## src/rtl/key_conditioner.sv

```systemverilog
// -----------------------------------------------------------------------------
// key_conditioner
//
// Conditions NUM_KEYS raw, active-low, asynchronous pushbutton pins into clean
// debounced levels plus one-cycle press/release strobes.
//
// Each channel:
//   raw key_n -> two-flop synchronizer -> invert -> s (active-high sample)
//   s -> four-state debounce FSM (RELEASED, PRESS_WAIT, HELD, RELEASE_WAIT)
//   A level change is accepted only after s has been stable for DB_CYCLES
//   consecutive FSM evaluations. A clean edge appears on the outputs
//   2 + DB_CYCLES clocks after the first clk edge that samples it.
//
// Optional feature (compile-time macro KEY_REPEAT_EN):
//   While a key stays HELD, extra key_press pulses are emitted after
//   REPEAT_DELAY_MS and then every REPEAT_RATE_MS. Without the macro no repeat
//   counters exist and each accepted press yields exactly one key_press.
//
// Parameters:
//   CLK_FREQ_HZ      system clock frequency in Hz
//   NUM_KEYS         number of independent pushbutton channels
//   DEBOUNCE_MS      stable time before a level change is accepted
//   REPEAT_DELAY_MS  hold time before first auto-repeat (KEY_REPEAT_EN only)
//   REPEAT_RATE_MS   auto-repeat period (KEY_REPEAT_EN only)
//
// Ports:
//   clk          in   system clock
//   reset_n      in   asynchronous active-low reset
//   key_n        in   [NUM_KEYS] raw board keys, active-low, asynchronous
//   key_level    out  [NUM_KEYS] debounced level, 1 = held
//   key_press    out  [NUM_KEYS] one-cycle pulse per accepted press / repeat
//   key_release  out  [NUM_KEYS] one-cycle pulse per accepted release
// -----------------------------------------------------------------------------
module key_conditioner #(
  parameter int CLK_FREQ_HZ     = 50_000_000,
  parameter int NUM_KEYS        = 4,
  parameter int DEBOUNCE_MS     = 10,
  parameter int REPEAT_DELAY_MS = 500,
  parameter int REPEAT_RATE_MS  = 100
) (
  input  logic                clk,
  input  logic                reset_n,
  input  logic [NUM_KEYS-1:0] key_n,
  output logic [NUM_KEYS-1:0] key_level,
  output logic [NUM_KEYS-1:0] key_press,
  output logic [NUM_KEYS-1:0] key_release
);

  // ---------------------------------------------------------------------------
  // Cycle constants. Each is clamped to at least 1 so that very slow clocks or
  // zero-millisecond settings still give a legal terminal count.
  // ---------------------------------------------------------------------------
  localparam int CYC_PER_MS   = CLK_FREQ_HZ / 1000;
  localparam int DB_RAW       = CYC_PER_MS * DEBOUNCE_MS;
  localparam int DB_CYCLES    = (DB_RAW < 1) ? 1 : DB_RAW;
  localparam int RPT_DLY_RAW  = CYC_PER_MS * REPEAT_DELAY_MS;
  localparam int RPT_DLY_CYC  = (RPT_DLY_RAW < 1) ? 1 : RPT_DLY_RAW;
  localparam int RPT_RATE_RAW = CYC_PER_MS * REPEAT_RATE_MS;
  localparam int RPT_RATE_CYC = (RPT_RATE_RAW < 1) ? 1 : RPT_RATE_RAW;

  // Counter width covers the largest cycle constant with one spare bit, so a
  // counter can never wrap before reaching its terminal value.
  localparam int MAX_A      = (DB_CYCLES > RPT_DLY_CYC) ? DB_CYCLES : RPT_DLY_CYC;
  localparam int MAX_CYCLES = (MAX_A > RPT_RATE_CYC) ? MAX_A : RPT_RATE_CYC;
  localparam int CNT_W      = $clog2(MAX_CYCLES) + 1;

  localparam logic [CNT_W-1:0] DB_LAST = CNT_W'(DB_CYCLES - 1);
`ifdef KEY_REPEAT_EN
  localparam logic [CNT_W-1:0] RPT_DLY_LAST  = CNT_W'(RPT_DLY_CYC - 1);
  localparam logic [CNT_W-1:0] RPT_RATE_LAST = CNT_W'(RPT_RATE_CYC - 1);
`endif

  typedef enum logic [1:0] {
    RELEASED     = 2'd0,
    PRESS_WAIT   = 2'd1,
    HELD         = 2'd2,
    RELEASE_WAIT = 2'd3
  } state_t;

  // ---------------------------------------------------------------------------
  // Two-flop synchronizer. Resets to 1 (keys released) so that a key held
  // through reset is seen as a fresh falling edge once reset is removed.
  // ---------------------------------------------------------------------------
  logic [NUM_KEYS-1:0] sync_q1;
  logic [NUM_KEYS-1:0] sync_q2;
  logic [NUM_KEYS-1:0] s;

  always_ff @(posedge clk or negedge reset_n) begin
    if (!reset_n) begin
      sync_q1 <= '1;
      sync_q2 <= '1;
    end else begin
      // NOTE: non-blocking assignments keep both flops sampling the values
      // from before this edge; a blocking chain would collapse them into one.
      sync_q1 <= key_n;
      sync_q2 <= sync_q1;
    end
  end

  assign s = ~sync_q2;

  // ---------------------------------------------------------------------------
  // Per-channel debounce FSM with registered outputs.
  // ---------------------------------------------------------------------------
  for (genvar i = 0; i < NUM_KEYS; i++) begin : g_ch
    state_t           state;
    logic [CNT_W-1:0] db_cnt;
    logic             level_q;
    logic             press_q;
    logic             release_q;
`ifdef KEY_REPEAT_EN
    logic [CNT_W-1:0] rpt_cnt;
    logic             rpt_armed;  // 0: waiting initial delay, 1: repeating
`endif

    always_ff @(posedge clk or negedge reset_n) begin
      if (!reset_n) begin
        state     <= RELEASED;
        db_cnt    <= '0;
        level_q   <= 1'b0;
        press_q   <= 1'b0;
        release_q <= 1'b0;
`ifdef KEY_REPEAT_EN
        rpt_cnt   <= '0;
        rpt_armed <= 1'b0;
`endif
      end else begin
        // Strobes are high only in the cycle a transition sets them.
        press_q   <= 1'b0;
        release_q <= 1'b0;

        case (state)
          RELEASED: begin
            if (s[i]) begin
              state  <= PRESS_WAIT;
              db_cnt <= '0;
            end
          end

          PRESS_WAIT: begin
            if (!s[i]) begin
              state <= RELEASED;  // bounce rejected, no pulse
            end else if (db_cnt == DB_LAST) begin
              state   <= HELD;
              level_q <= 1'b1;
              press_q <= 1'b1;
`ifdef KEY_REPEAT_EN
              rpt_cnt   <= '0;
              rpt_armed <= 1'b0;
`endif
            end else begin
              db_cnt <= db_cnt + 1'b1;
            end
          end

          HELD: begin
            if (!s[i]) begin
              state  <= RELEASE_WAIT;
              db_cnt <= '0;
`ifdef KEY_REPEAT_EN
              // Leaving HELD restarts the repeat schedule from scratch, so a
              // release glitch pauses repeats rather than advancing them.
              rpt_cnt   <= '0;
              rpt_armed <= 1'b0;
`endif
            end
`ifdef KEY_REPEAT_EN
            else if (rpt_cnt == (rpt_armed ? RPT_RATE_LAST : RPT_DLY_LAST)) begin
              press_q   <= 1'b1;
              rpt_cnt   <= '0;
              rpt_armed <= 1'b1;
            end else begin
              rpt_cnt <= rpt_cnt + 1'b1;
            end
`endif
          end

          RELEASE_WAIT: begin
            if (s[i]) begin
              state <= HELD;  // release bounce rejected, level stays 1
            end else if (db_cnt == DB_LAST) begin
              state     <= RELEASED;
              level_q   <= 1'b0;
              release_q <= 1'b1;
            end else begin
              db_cnt <= db_cnt + 1'b1;
            end
          end

          // NOTE: the default arm recovers from any illegal encoding and
          // keeps the case complete, so no state bit can be left unassigned.
          default: begin
            state  <= RELEASED;
            db_cnt <= '0;
          end
        endcase
      end
    end

    assign key_level[i]   = level_q;
    assign key_press[i]   = press_q;
    assign key_release[i] = release_q;
  end : g_ch

endmodule : key_conditioner

```

## config.mk

```make
export PLATFORM = sky130hd
export DESIGN_NAME = key_conditioner
export DESIGN_NICKNAME = d
export VERILOG_FILES = /design/src/rtl/key_conditioner.sv
export SDC_FILE = /design/constraint.sdc
export NUM_CORES = 1
export LEC_CHECK = 0
export CORE_ASPECT_RATIO = 1.25
export CORE_UTILIZATION = 47
export DETAILED_ROUTE_END_ITERATION = 8
export GPL_ROUTABILITY_DRIVEN = 0
export GPL_TIMING_DRIVEN = 0
export HOLD_SLACK_MARGIN = 0.06
export PLACE_DENSITY_LB_ADDON = 0.3
export REMOVE_ABC_BUFFERS = 1
export SYNTH_ARGS = -nofsm -noshare
export SYNTH_HDL_FRONTEND = slang
export SYNTH_SLANG_ARGS = --single-unit
```

## constraint.sdc

```tcl
create_clock -name clk -period 6.45 [get_ports clk]
set_clock_uncertainty 0.2 [all_clocks]
set_input_delay 1.6125 -clock clk [delete_from_list [all_inputs] [get_ports clk]]
set_output_delay 1.6125 -clock clk [all_outputs]
set_load 0.005 [all_outputs]
```

==> results.py, run 1 <==
metrics = {
    "routing": {
        "via_count": 6120,
        "ant_nets": 0,
        "drt_iter0_drc": 559,
        "drc_errors": 0,
        "wl_mm": 15.9,
        "first_pass_iters": 5,
        "wire_per_inst_um": 15.4,
        "vias_per_cell": 5.92,
    },
    "floorplan": {
        "die_area_mm2": 0.0162,
        "chipHeight_um": 142,
        "start_util_pct": 48.6,
        "io_pins": 18,
        "core_area_mm2": 0.0152,
        "die_w_um": 114,
        "row_count": 50,
    },
    "cts": {
        "clk_latency_ns": 0.43,
        "cts_root_buf": "clkbuf_16",
        "htree_levels": 4,
        "cts.clk_slew.worst_paths_ns": 0.06,
        "hold_buffers": 0,
        "cts_buffers": 17,
        "cts_tree": "done",
        "cts_sinks": 132,
        "cts_buffer_depth": 2,
        "post_cts_buffers": 0,
        "cts_resized": 0,
    },
    "worst_hold_path": {
        "min_path_cells": 0,
        "hold_path_class": "reg2reg",
        "min_from": "sync_q1[0]",
    },
    "synth": {
        "netlist.area_leader.share_pct": 42.0,
        "async_flop_share_pct": 100,
        "ys_top_cells_by_area": "dfrtp_1 42%, nand2_1 6.4%, nand3_1 4.5%, nand4_1 3.2%, dfstp_2 2.8%",
        "synthDistinctLibCells": 65,
        "yosys_warnings": 0,
        "synth_cells": 831,
        "yosys.area.top_type": "dfrtp_1",
        "synth-main-ff-cell": "dfrtp_1",
        "yosysMostFrequentCell": "nand2_1",
        "seq_area_frac_synth_pct": 44.8,
        "synth_common_cells": "127 x nand2_1, 124 x dfrtp_1, 67 x nand3_1",
        "synth-edff-count": 0,
        "syn_area_mm2": 0.00739,
        "synth_area_per_cell_um2": 8.90,
        "synth_seq_cells": 132,
    },
    "sta": {
        "rsz0062_at_grt": "false",
        "period_minus_slack_ns": 3.14,
        "report.final.setup_viol": 0,
        "hold_viol_final": 0,
        "finalCritPeriodShare_pct": 48.6,
        "slew_headroom_pct": 7.73,
        "slew_violations": 0,
        "tightest_slew_ns": 1.38,
        "hold_slack_ns": 0.155,
        "fmax_mhz": 319,
    },
    "place": {
        "dp_cells": 1001,
        "portBuffers": 17,
        "dpl.hpwl_mm": 10.2,
        "placed_area_mm2": 0.00756,
    },
    "setup_path": {
        "cp_top_family": "buffers and inverters",
        "max_stage_delay_ns": 0.52,
        "critical_path_depth": 1,
        "crit_arrival_ns": 1.32,
        "critPathLaunch": "g_ch[2].level_q",
        "critPathSlowestCell": "clkdlybuf4s50_1",
        "r2r_cells": 5,
        "worstSetupPathType": "reg2out",
        "worst-path-buf-inv": 1,
        "cp-start-kind": "flip-flop",
        "crit_required_ns": 4.64,
        "r2r_start": "g_ch[0].state[0]",
        "critPathCaptureType": "output port",
        "crit_chain": "clkdlybuf4s50_1",
        "cp_max_fo": 3,
    },
    "grt": {
        "grt_pass1_vias": 5532,
        "grt_overflow": 0,
        "grt_max_degree": 71,
        "grt_pass1_wl_mm": 27.0,
        "antenna_found_initial": 0,
        "grtUsageTotal_pct": 20.8,
    },
    "layout": {
        "antenna_cells": 0,
        "drive_gt1_share_pct": 7.27,
        "fin_nets": 822,
        "final_core_util_pct": 53.7,
        "design_area_mm2": 0.00817,
        "final_cells": 1033,
        "synthToLayoutAreaGrowth_pct": 10.5,
    },
    "run": {
        "max-cap-violations": 0,
    },
    "pwr": {
        "power.leakage_nw": 3.32,
        "p_per_area_mw_per_mm2": 240,
        "power_w": 0.00196,
        "ir_drop_mv": 0.184,
    },
    "outcome": {
        "status": "finished, final reports clean",
    },
}
## per-stage QoR
stage,worst slack (ns),setup TNS [ns]
after global placement,-1.78,-220.71
after floorplan,3.64,0
final,3.31,0
after CTS,3.29,0
after detailed placement,3.35,0
after global routing,3.06,0
## per-layer routing
| layer | track usage, % | wire length [µm] | vias up |
|---|---|---|---|
| met4 | 7.25 | 234 | 0 |
| met2 | 34.4 | 7650 | 111 |
| met1 | 27.1 | 7430 | 2949 |
| met5 | 0 | 0 | - |
| met3 | 4.34 | 571 | 21 |
| li1 | - | - | 3039 |
## flip-flops by register name, summed over array words and instances, names as in the netlist, named ones only
| name | flops |
|---|---|
| g_ch.release_q | 4 |
| sync_q2 | 4 |
| g_ch.press_q | 4 |
| g_ch.state | 4 |
| g_ch.level_q | 4 |
| g_ch.db_cnt | 104 |
| sync_q1 | 4 |
## power breakdown
| part | internal (W) | switching [W] | total, W |
|---|---|---|---|
| registers | 0.000854 | 0.0000388 | 0.000893 |
| clock network | 0.000598 | 0.000372 | 0.000970 |
| logic | 0.0000339 | 0.0000623 | 0.0000963 |
| total | 0.00149 | 0.000474 | 0.00196 |
## layout make-up
type,instances,area [µm²]
fillers,1382,7040
repair buffers,19,226
inverters,15,56.3
clock inverters,12,128
clock buffers,20,467
multi-input cells,627,3720
well taps,208,260
flip-flops and latches,132,3310
## worst reg2reg max path, stage by stage, from the launching register on
cell      delay, ns
dfrtp_1        0.73
nor4b_1        0.46
nand4b_1       0.25
o31ai_4        0.96
or3_1          0.28
o31ai_1        0.09
## final timing paths
path	end	slack, ns
worst max-delay path	key_level[2]	3.31
worst min-delay path	sync_q2[0]	0.16
worst max register to register	g_ch[0].db_cnt[22]	3.36
worst min register to register	sync_q2[0]	0.16
max in group asynchronous	sync_q2[1]	4.31
min in group asynchronous	g_ch[3].db_cnt[16]	0.97
## layout by cell type (no fill, tap or decap), drive strengths merged, types with 10 or more instances in the layout
cell / instances
and2: 13
nand3: 67
or3: 16
clkbuf: 20
mux2i: 21
or4: 20
nand4: 39
nor4: 21
and3: 20
dfrtp: 124
nand2: 127
nor2: 49
clkdlybuf4s50: 16
o21ai: 43
nor3: 26
inv: 16
xnor2: 12
o41ai: 10
a21oi: 32
a31oi: 17
## logic make-up after synthesis
logic type	count (synthesis)	share of synthesized area [%]
compound gates	144	12.9
fa+ha+maj	4	0.677
xor+xnor	18	2.13
mux	21	2.84
flops	132	44.8
simple gates	440	31.5
buf+inv	72	5.13
Power figures use the tool's default switching activity.
==> run 2, diff against run 1 <==
Clock period 6.45 ns to 3.2 ns, I/O delays scaled along.
==> results.py, run 2 (synthesis results as in run 1) <==
metrics = {
    "pwr": {
        "power.leakage_nw": 3.32,
        "p_comb_share_pct": 5.0,
        "p_per_area_mw_per_mm2": 483,
        "p_seq_share_pct": 45.5,
        "p_sw_w": 0.000959,
        "power_w": 0.00395,
        "swShare_pct": 24.3,
        "ir_drop_mv": 0.370,
        "clkPwrFrac_pct": 49.5,
        "p_int_w": 0.00300,
    },
    "grt": {
        "grt_max_degree": 71,
        "grt_pass1_wl_mm": 27.0,
        "grtUsageTotal_pct": 20.8,
        "grt_overflow": 0,
        "antenna_found_initial": 0,
        "grt_pass1_vias": 5532,
    },
    "worst_hold_path": {
        "hold_path_class": "in2async",
    },
    "cts": {
        "cts_buffers": 17,
        "cts_sinks": 132,
        "hold_buffers": 0,
        "cts_buffer_depth": 2,
        "clk_latency_ns": 0.43,
        "post_cts_buffers": 0,
        "cts.clk_slew.worst_paths_ns": 0.06,
        "htree_levels": 4,
        "cts_resized": 0,
        "cts_root_buf": "clkbuf_16",
        "cts_tree": "done",
    },
    "setup_path": {
        "cp_max_fo": 29,
        "critPathCaptureType": "flip-flop",
        "worst-r2r-setup-slack_ns": 0.26,
        "r2r_cells": 5,
        "crit_arrival_ns": 3.07,
        "worstSetupPathType": "reg2reg",
        "cp-start-kind": "flip-flop",
        "r2r-end": "g_ch[2].db_cnt[11]",
        "crit_required_ns": 3.33,
        "r2r_start": "g_ch[2].db_cnt[23]",
    },
    "sta": {
        "slew_violations": 0,
        "period_minus_slack_ns": 2.94,
        "finalCritPeriodShare_pct": 91.8,
        "fin_ws_ns": 0.263,
        "rsz0062_at_grt": "false",
        "report.final.setup_viol": 0,
        "tightest_slew_ns": 1.35,
        "hold_viol_final": 0,
        "slew_headroom_pct": 9.93,
        "fmax_mhz": 340,
    },
    "routing": {
        "ant_nets": 0,
        "drt_iter0_drc": 569,
        "vias_per_cell": 5.95,
        "wl_mm": 16.1,
        "wire_per_inst_um": 15.5,
        "via_count": 6156,
        "drc_errors": 0,
        "first_pass_iters": 7,
    },
    "outcome": {
        "status": "finished, final reports clean",
    },
    "layout": {
        "synthToLayoutAreaGrowth_pct": 10.8,
        "final_common_cell": "nand2_1",
        "design_area_mm2": 0.00819,
        "largest_reg_flops": 104,
        "final_cell_mix": "127 x nand2_1, 124 x dfrtp_1, 67 x nand3_1, 49 x nor2_1, 38 x nand4_1",
        "nFillCells": 1381,
        "drive_gt1_share_pct": 7.38,
        "final_cells": 1034,
        "largest_register": "g_ch.db_cnt",
        "fin_nets": 823,
        "antenna_cells": 0,
    },
    "run": {
        "max-cap-violations": 0,
    },
    "floorplan": {
        "io_pins": 18,
        "row_count": 50,
        "start_util_pct": 48.6,
        "core_area_mm2": 0.0152,
        "die_w_um": 114,
        "chipHeight_um": 142,
        "die_area_mm2": 0.0162,
    },
    "place": {
        "dpl.hpwl_mm": 10.2,
        "portBuffers": 17,
        "pre_cts_ws_ns": 0.0956,
        "placed_area_mm2": 0.00756,
        "dp_cells": 1001,
    },
}
[run 2: how the worst max path moves through the flow]
stage	start	to	slack, ns	cells past startpoint
2_1_floorplan	g_ch[3].state[0]	g_ch[3].db_cnt[11]	0.39	5
6_report	g_ch[2].db_cnt[23]	g_ch[2].db_cnt[11]	0.26	5
3_3_place_gp	reset_n	g_ch[2].db_cnt[5]	-4.22	1
5_1_grt	g_ch[2].db_cnt[23]	g_ch[2].db_cnt[11]	0.05	5
3_5_place_dp	g_ch[0].state[0]	g_ch[0].db_cnt[22]	0.1	5
4_1_cts	g_ch[0].state[0]	g_ch[0].db_cnt[22]	0.09	5
[run 2: metrics by stage]
step	utilization (%)	hold slack [ns]	setup TNS, ns
finish	53.9	0.147	0
global route	53.9	0.158	0
CTS	53.7	0.155	0
detailed placement	49.8	0.147	0
global placement	49.3	0.146	-556.32
floorplan	-	0.145	0
[run 2: worst max-delay path: stages (launching register included)]
cell and delay, ns:
dfrtp_1 0.44, or4_1 0.57, or3_4 0.40, o21ai_2 0.84
inv_1 0.19, o22ai_1 0.21
[run 2: power groups by stage]
stage / Combinational, W / Clock, W / Sequential [W]
4_1_cts: 0.000198 / 0.00199 / 0.00180
3_3_place_gp: 0.000186 / 0 / 0.00183
6_report: 0.000196 / 0.00196 / 0.00180
3_5_place_dp: 0.000197 / 0 / 0.00183
5_1_grt: 0.000223 / 0.00206 / 0.00181
2_1_floorplan: 0.000115 / 0 / 0.00181
[run 2: per-layer routing]
metal  up-vias  part of all wire, %  routed length [µm]  global-route usage (%)
li1       3037                    -                   -                       -
met4         0                  1.6                 253                    7.25
met3        24                  3.4                 539                    4.34
met2       121                   48                7720                    34.4
met1      2974                   47                7550                    27.1
met5         -                    0                   0                       0
[run 2: final cells by class]
cell class | instances | area, µm² | area share (%)
multi-input combinational | 628 | 3740 | 45.6
sequential | 132 | 3310 | 40.5
clock buffer | 20 | 467 | 5.70
tap | 208 | 260 | 3.18
timing repair buffer | 19 | 226 | 2.77
clock inverter | 12 | 128 | 1.56
inverter | 15 | 56.3 | 0.688
